**src/rtl/debounce_sync.sv**
```systemverilog
// Two-flop synchroniser plus counter/FSM debouncer producing a clean q/qbar level.
// Optional rise/fall edge pulses are built only when DEBOUNCE_EDGE_EN is defined.
module debounce_sync #(
    parameter int   STABLE_CYCLES = 4,
    parameter int   CNT_W         = 8,
    parameter logic RESET_VAL     = 1'b0
) (
    input  logic clk,
    input  logic rst,
    input  logic din,
    input  logic en,
    output logic q,
    output logic qbar,
    output logic rise,
    output logic fall,
    output logic busy
);
    typedef enum logic {IDLE, SETTLE} state_t;

    localparam logic [CNT_W-1:0] LAST = CNT_W'(STABLE_CYCLES - 1);

    state_t           state;
    logic             s1, s2;
    logic [CNT_W-1:0] cnt;

    always_ff @(posedge clk) begin
        if (rst) begin
            s1    <= RESET_VAL;
            s2    <= RESET_VAL;
            q     <= RESET_VAL;
            qbar  <= ~RESET_VAL;
            cnt   <= '0;
            state <= IDLE;
            busy  <= 1'b0;
`ifdef DEBOUNCE_EDGE_EN
            rise  <= 1'b0;
            fall  <= 1'b0;
`endif
        end else begin
            s1 <= din;
            s2 <= s1;
`ifdef DEBOUNCE_EDGE_EN
            rise <= 1'b0;
            fall <= 1'b0;
`endif
            // A single sample agreeing with q throws away all accumulated count.
            if (s2 == q) begin
                cnt   <= '0;
                state <= IDLE;
                busy  <= 1'b0;
            end else if (en && cnt == LAST) begin
                q     <= ~q;
                qbar  <= q;
                cnt   <= '0;
                state <= IDLE;
                busy  <= 1'b0;
`ifdef DEBOUNCE_EDGE_EN
                rise  <= ~q;
                fall  <= q;
`endif
            end else if (en) begin
                cnt   <= cnt + 1'b1;
                state <= SETTLE;
                busy  <= 1'b1;
            end
        end
    end

`ifndef DEBOUNCE_EDGE_EN
    assign rise = 1'b0;
    assign fall = 1'b0;
`endif

endmodule

```
**config.mk**
```make
export PLATFORM = sky130hd
export DESIGN_NAME = debounce_sync
export DESIGN_NICKNAME = d
export VERILOG_FILES = /design/src/rtl/debounce_sync.sv
export SDC_FILE = /design/constraint.sdc
export NUM_CORES = 1
export LEC_CHECK = 0
export CAP_MARGIN = 25
export CORE_MARGIN = 10
export CORE_UTILIZATION = 30
export DETAILED_ROUTE_END_ITERATION = 10
export HOLD_SLACK_MARGIN = 0.06
export MAX_ROUTING_LAYER = met4
export PLACE_DENSITY = 0.48
export SETUP_SLACK_MARGIN = 0.15
export SYNTH_ARGS = -nofsm -noshare
export SYNTH_HDL_FRONTEND = slang
export SYNTH_SLANG_ARGS = --single-unit
```
**constraint.sdc**
```tcl
create_clock -name clk -period 4 [get_ports clk]
set_input_delay 1.2 -clock clk [delete_from_list [all_inputs] [get_ports clk]]
set_output_delay 1.2 -clock clk [all_outputs]
set_load 0.05 [all_outputs]
```
## Yosys cells after proc, flatten, opt, wreduce, memory -nomap -nowiden

Index checks and enable logic that the tools add are counted.

| operators by class | value |
|---|---|
| $add $sub $neg | 1 |
| eq/ne operators | 2 |
| bitwise gates (word level) | 2 |
| reduce and logical (&&, ||, !) cells | 3 |

Operator list:

| operator | count |
|---|---|
| 8-bit by 1-bit adder with 8-bit output, second input constant | 1 |
| 8-bit by 2-bit == test with 1-bit output, second input constant | 1 |
| 3-bit OR reduction | 1 |
| 1-bit inverter | 2 |
| 2-bit AND reduction | 1 |
| 1-bit == test | 1 |
| 1-bit logical AND | 1 |

| storage, ports and cells | value |
|---|---|
| register bits | 13 |
| output and inout port bits | 5 |

## Logic depth before layout (Yosys ltp)

| logic depth | value |
|---|---|
| depth after elaboration | 3 |
| gate-level depth with buffers | 4 |
| depth with buffers taken out | 4 |

## Worst setup path before layout

OpenSTA, ideal clock, no wires.

| path | value |
|---|---|
| path kind | input-to-reg |
| start | in en |
| end | reg cnt[7] |
| setup time | 70 ps |
| arrival | 2,014 ps |
| slack | 1,916 ps |
| stages on the path | 4 |
| path buffers | 1 |
| cells stage by stage | buf_2 -> nand4_1 -> or3_1 -> a21oi_1 |

| on the way | value |
|---|---|
| cells in the longest elaborated chain, start to end | 2 |

Ends and longest elaborated chain:

| what | line | RTL |
|---|---|---|
| start, declared | 11 | `input logic en,` |
| 1-bit logical AND | 51 | `end else if (en && cnt == LAST) begin` |
| 3-bit OR reduction (no line) | - |  |
| end signal, assigned | 62 | `cnt <= cnt + 1'b1;` |
| end, declared | 24 | `logic [CNT_W-1:0] cnt;` |

Parallel ways exist; a longest one is shown, timed or not.
A chain may end at the register's enable or synchronous reset.

## Worst setup path after layout

| path | value |
|---|---|
| start | reg q |
| end | out q |

RTL lines:

| what | line | RTL |
|---|---|---|
| start, declared | 12 | `output logic q,` |
| start signal, assigned | 52 | `q <= ~q;` |

No word-level cell between the ends.

==> results by group <==
Worst setup path
  • Critical Path Fanout Max: 5
  • Worst path required time: between 2 and 3 ns
  • Crit. End Element: output pin
  • Worst-path cell with the longest stage delay: sky130_fd_sc_hd__clkdlybuf4s50_1
  • Worst flop-to-flop path startpoint: cnt[3]
  • Number of buffers and inverters on the critical path: 1
  • Path type of the worst setup path: reg -> out
  • Critical path data arrival time: between 1.5 and 2 ns
  • Sort of element at the start of the critical path: flop
  • Top Family by Delay on Critical Path: buffers and inverters
  • Worst R2R Setup Slack: 2.51 ns
  • Depth of the worst register-to-register path: 3
  • Worst-path cell chain: clkdlybuf4s50_1
  • Delay of the slowest critical-path stage: approximately 0.83 ns
  • Worst reg2reg endpoint: cnt[1]

Global routing
  • Total congestion overflow: 0
  • Number of global-route vias before repair: around 460
  • Number of antenna violations at the first check in global routing: 0
  • Largest net degree at the start of global routing: 10
  • Wire length of the first global-routing pass: 1960 µm
  • Tot GR Track Use: approximately 6%

Placement
  • Count of buffers from port buffering: 6
  • Last weighted congestion value of the routability-driven placer: roughly 0.82
  • Detailed placement HPWL: about 800 µm

Die
  • Area enclosed by the die boundary: 0.00415 mm²
  • Initial core utilization: 30.8%
  • Horiz. Die Dim: roughly 64 µm
  • Num rows: 16
  • Core outline area: ~0.0019 mm²
  • Num ports: 9
  • Overall die height: ~64 µm

Timing
  • Transition time at the pin with the least slew margin: 0.501 ns
  • Top achievable clock speed: about 370 MHz
  • Final-report hold violation count: 0
  • Share of the clock period used by the worst path: approximately two thirds
  • Final critical delay including setup and external delays: ~2.7 ns
  • Max-slew headroom: about 66%
  • Number of setup violations in the final report: 0
  • Total count of max-transition violations in the final report: 0
  • Unrepaired setup endpoints after global routing: no
  • Clock tree skew after final layout: approximately 0.0058 ns
  • Sum of negative setup slack: 0 ns

Layout
  • Number of inserted filler cells in the final layout: 212
  • Fraction of layout cells with a size suffix above 1: 7.04%
  • Number of nets at the end of the flow: 77
  • Area delta synth->final: 15.6%
  • Final core utilization: 35.6%
  • Number of antenna diodes: 0
  • Multi-input combinational cell area: approximately 300 µm²
  • Area taken by flip-flops and latches: ~260 µm²

Power
  • Max IR drop VDD: around 0.12 mV
  • Switching component of the power: between 60 and 70 µW
  • Internal power summed over all cells: 178 µW
  • Part of the total power dissipated in combinational logic: around 8.8%
  • Ratio of total power to cell area: 349 mW/mm²
  • Sequential share of power: between 50% and 60%
  • Clock share of power: between 30% and 40%
  • Fraction of power spent switching nets: between 20 and 30%
  • Leakage: 0.000231 µW

Worst hold path
  • Hold path start: s1
  • Hold worst-path end: s2
  • Class of the tightest hold or removal check: reg -> reg
  • Hold path depth: 1

Clock network
  • Clock-pin slew reported for the worst setup and hold paths after clock tree synthesis: 0.09 ns
  • Post-CTS Setup Inserts: 0
  • CTS H-tree lvls: 1
  • Root Buffer Master: sky130_fd_sc_hd__clkbuf_4
  • Number of gates resized after CTS: 0
  • Clock tree from TritonCTS: done
  • Maximum clock insertion buffer count: 2
  • Number of hold buffers added after CTS: 0
  • Worst skew pair latency: 0.28 ns
  • Total clock buffers created by CTS: 3
  • Number of sinks on the clock net: 13

Synth
  • Synthesis-stage register bit count: 13
  • Combined area of all synthesized cells: 592 µm²
  • Synth top cells by count: sky130_fd_sc_hd__dfxtp_1, sky130_fd_sc_hd__nor2_1, sky130_fd_sc_hd__a21oi_1
  • Area share of the leading cell type in the synthesized netlist: a little over two fifths
  • Count of flip-flops with a built-in enable after synthesis: 0
  • Synth area leaders: sky130_fd_sc_hd__dfxtp_1, sky130_fd_sc_hd__xor2_1, sky130_fd_sc_hd__a21oi_1
  • Number of standard cells after synthesis: 64
  • Fraction of registers with async set or reset after synthesis: 0%
  • Portion of the post-synthesis area used by sequential elements: a little over two fifths
  • Warnings from Yosys: 0
  • Flip-flop cell with the highest count after synthesis: sky130_fd_sc_hd__dfxtp_1
  • Count of different cell masters after synthesis: 24
  • Most repeated cell in the gate-level netlist after synthesis: sky130_fd_sc_hd__dfxtp_1
  • Post-synthesis average cell area: between 9 and 10 µm²
  • Cell type contributing the most total cell area after synthesis: sky130_fd_sc_hd__dfxtp_1

Detailed routing
  • Wire length on met1: between 500 and 600 µm
  • Number of vias per cell after detailed routing: between 4 and 5
  • Sum of met3 wire segment lengths after detailed routing: 61 µm
  • Wire length per cell after detailed routing: between 10 and 15 µm
  • Remaining routing DRC violations: 0
  • Uppermost routed layer: met4
  • Via count: approximately 460
  • Detailed-routing iteration count for the pre-antenna-repair pass: 4
  • Routed wire length: between 1000 and 1500 µm
  • Initial detailed-routing violation count: 6
  • ANT nets after route: 0
  • Met2 layer wire length in the routed design: roughly 440 µm

Job
  • Number of max-cap violations: 0

Run status
  • Run status: finished, final reports clean
-- kinds of logic (layout without fill, tap and decap cells) --
family | after synthesis | count (layout) | synth area share, %
flip-flops | 13 | 13 | 44.0
buffers and inverters | 6 | 12 | 6.55
XOR/XNOR | 5 | 5 | 7.40
adder cells (fa/ha/maj) | 1 | 1 | 2.11
AO/OA/AOI/OAI | 12 | 12 | 13.3
AND/OR/NAND/NOR | 25 | 25 | 24.3
multiplexers | 1 | 1 | 1.69
other | 1 | 2 | 0.634
-- sequential cells by signal, indices dropped and copies added, names as in the netlist --
register and flops:
q 1, qbar 1, busy 1, cnt 8, s1 1, s2 1
-- layer usage --
layer,vias up,global-route usage (%)
met1,209,7.19
met3,4,2.06
met2,8,7.88
met4,0,4.81
li1,235,-
met5,-,-
-- final cells by class --
class	instances	area share [%]
inverter	2	1.10
timing repair buffer	6	8.78
clock buffer	4	3.84
multi-input combinational	46	43.3
sequential	13	38.0
tap	27	4.94
-- placed cells by master (no fill, tap or decap), types with 2 or more instances in the layout --
cell,instances
sky130_fd_sc_hd__a21oi_1,6
sky130_fd_sc_hd__clkbuf_4,3
sky130_fd_sc_hd__clkdlybuf4s50_1,6
sky130_fd_sc_hd__conb_1,2
sky130_fd_sc_hd__dfxtp_1,13
sky130_fd_sc_hd__inv_1,2
sky130_fd_sc_hd__nand2_1,2
sky130_fd_sc_hd__nand3_1,3
sky130_fd_sc_hd__nand4_1,3
sky130_fd_sc_hd__nor2_1,7
sky130_fd_sc_hd__nor2b_1,2
sky130_fd_sc_hd__nor4_1,2
sky130_fd_sc_hd__o21ai_0,4
sky130_fd_sc_hd__or3_1,3
sky130_fd_sc_hd__xor2_1,4
-- power groups by stage --
| stage | Clock (µW) | Sequential, µW | Combinational (µW) |
|---|---|---|---|
| 2_1_floorplan | 0 | 140 | 12.4 |
| 3_3_place_gp | 0 | 136 | 20.8 |
| 3_5_place_dp | 0 | 136 | 20.9 |
| 4_1_cts | 86.3 | 133 | 21.0 |
| 5_1_grt | 90.3 | 134 | 22.4 |
| 6_report | 84.8 | 133 | 21.0 |
-- worst max path at each step --
stage          start  endpoint  cells after the start
4_1_cts            q         q                      1
3_5_place_dp      en    cnt[7]                      4
6_report           q         q                      1
3_3_place_gp      en    cnt[7]                      4
5_1_grt            q         q                      1
2_1_floorplan     en    cnt[7]                      4
-- stage by stage --
stage               hold WS (ns)  cell area (µm²)  total power, µW  setup slack, ns  cells
finish                     0.445              684              239             1.28     98
global route               0.462              684              246             1.23     98
CTS                        0.447              684              240             1.27     98
detailed placement         0.426              658              157             1.25     94
global placement           0.424              658              157             1.28     94
floorplan                  0.414              596              152             1.92     65
Note: power is estimated with default switching activity, not from simulation.
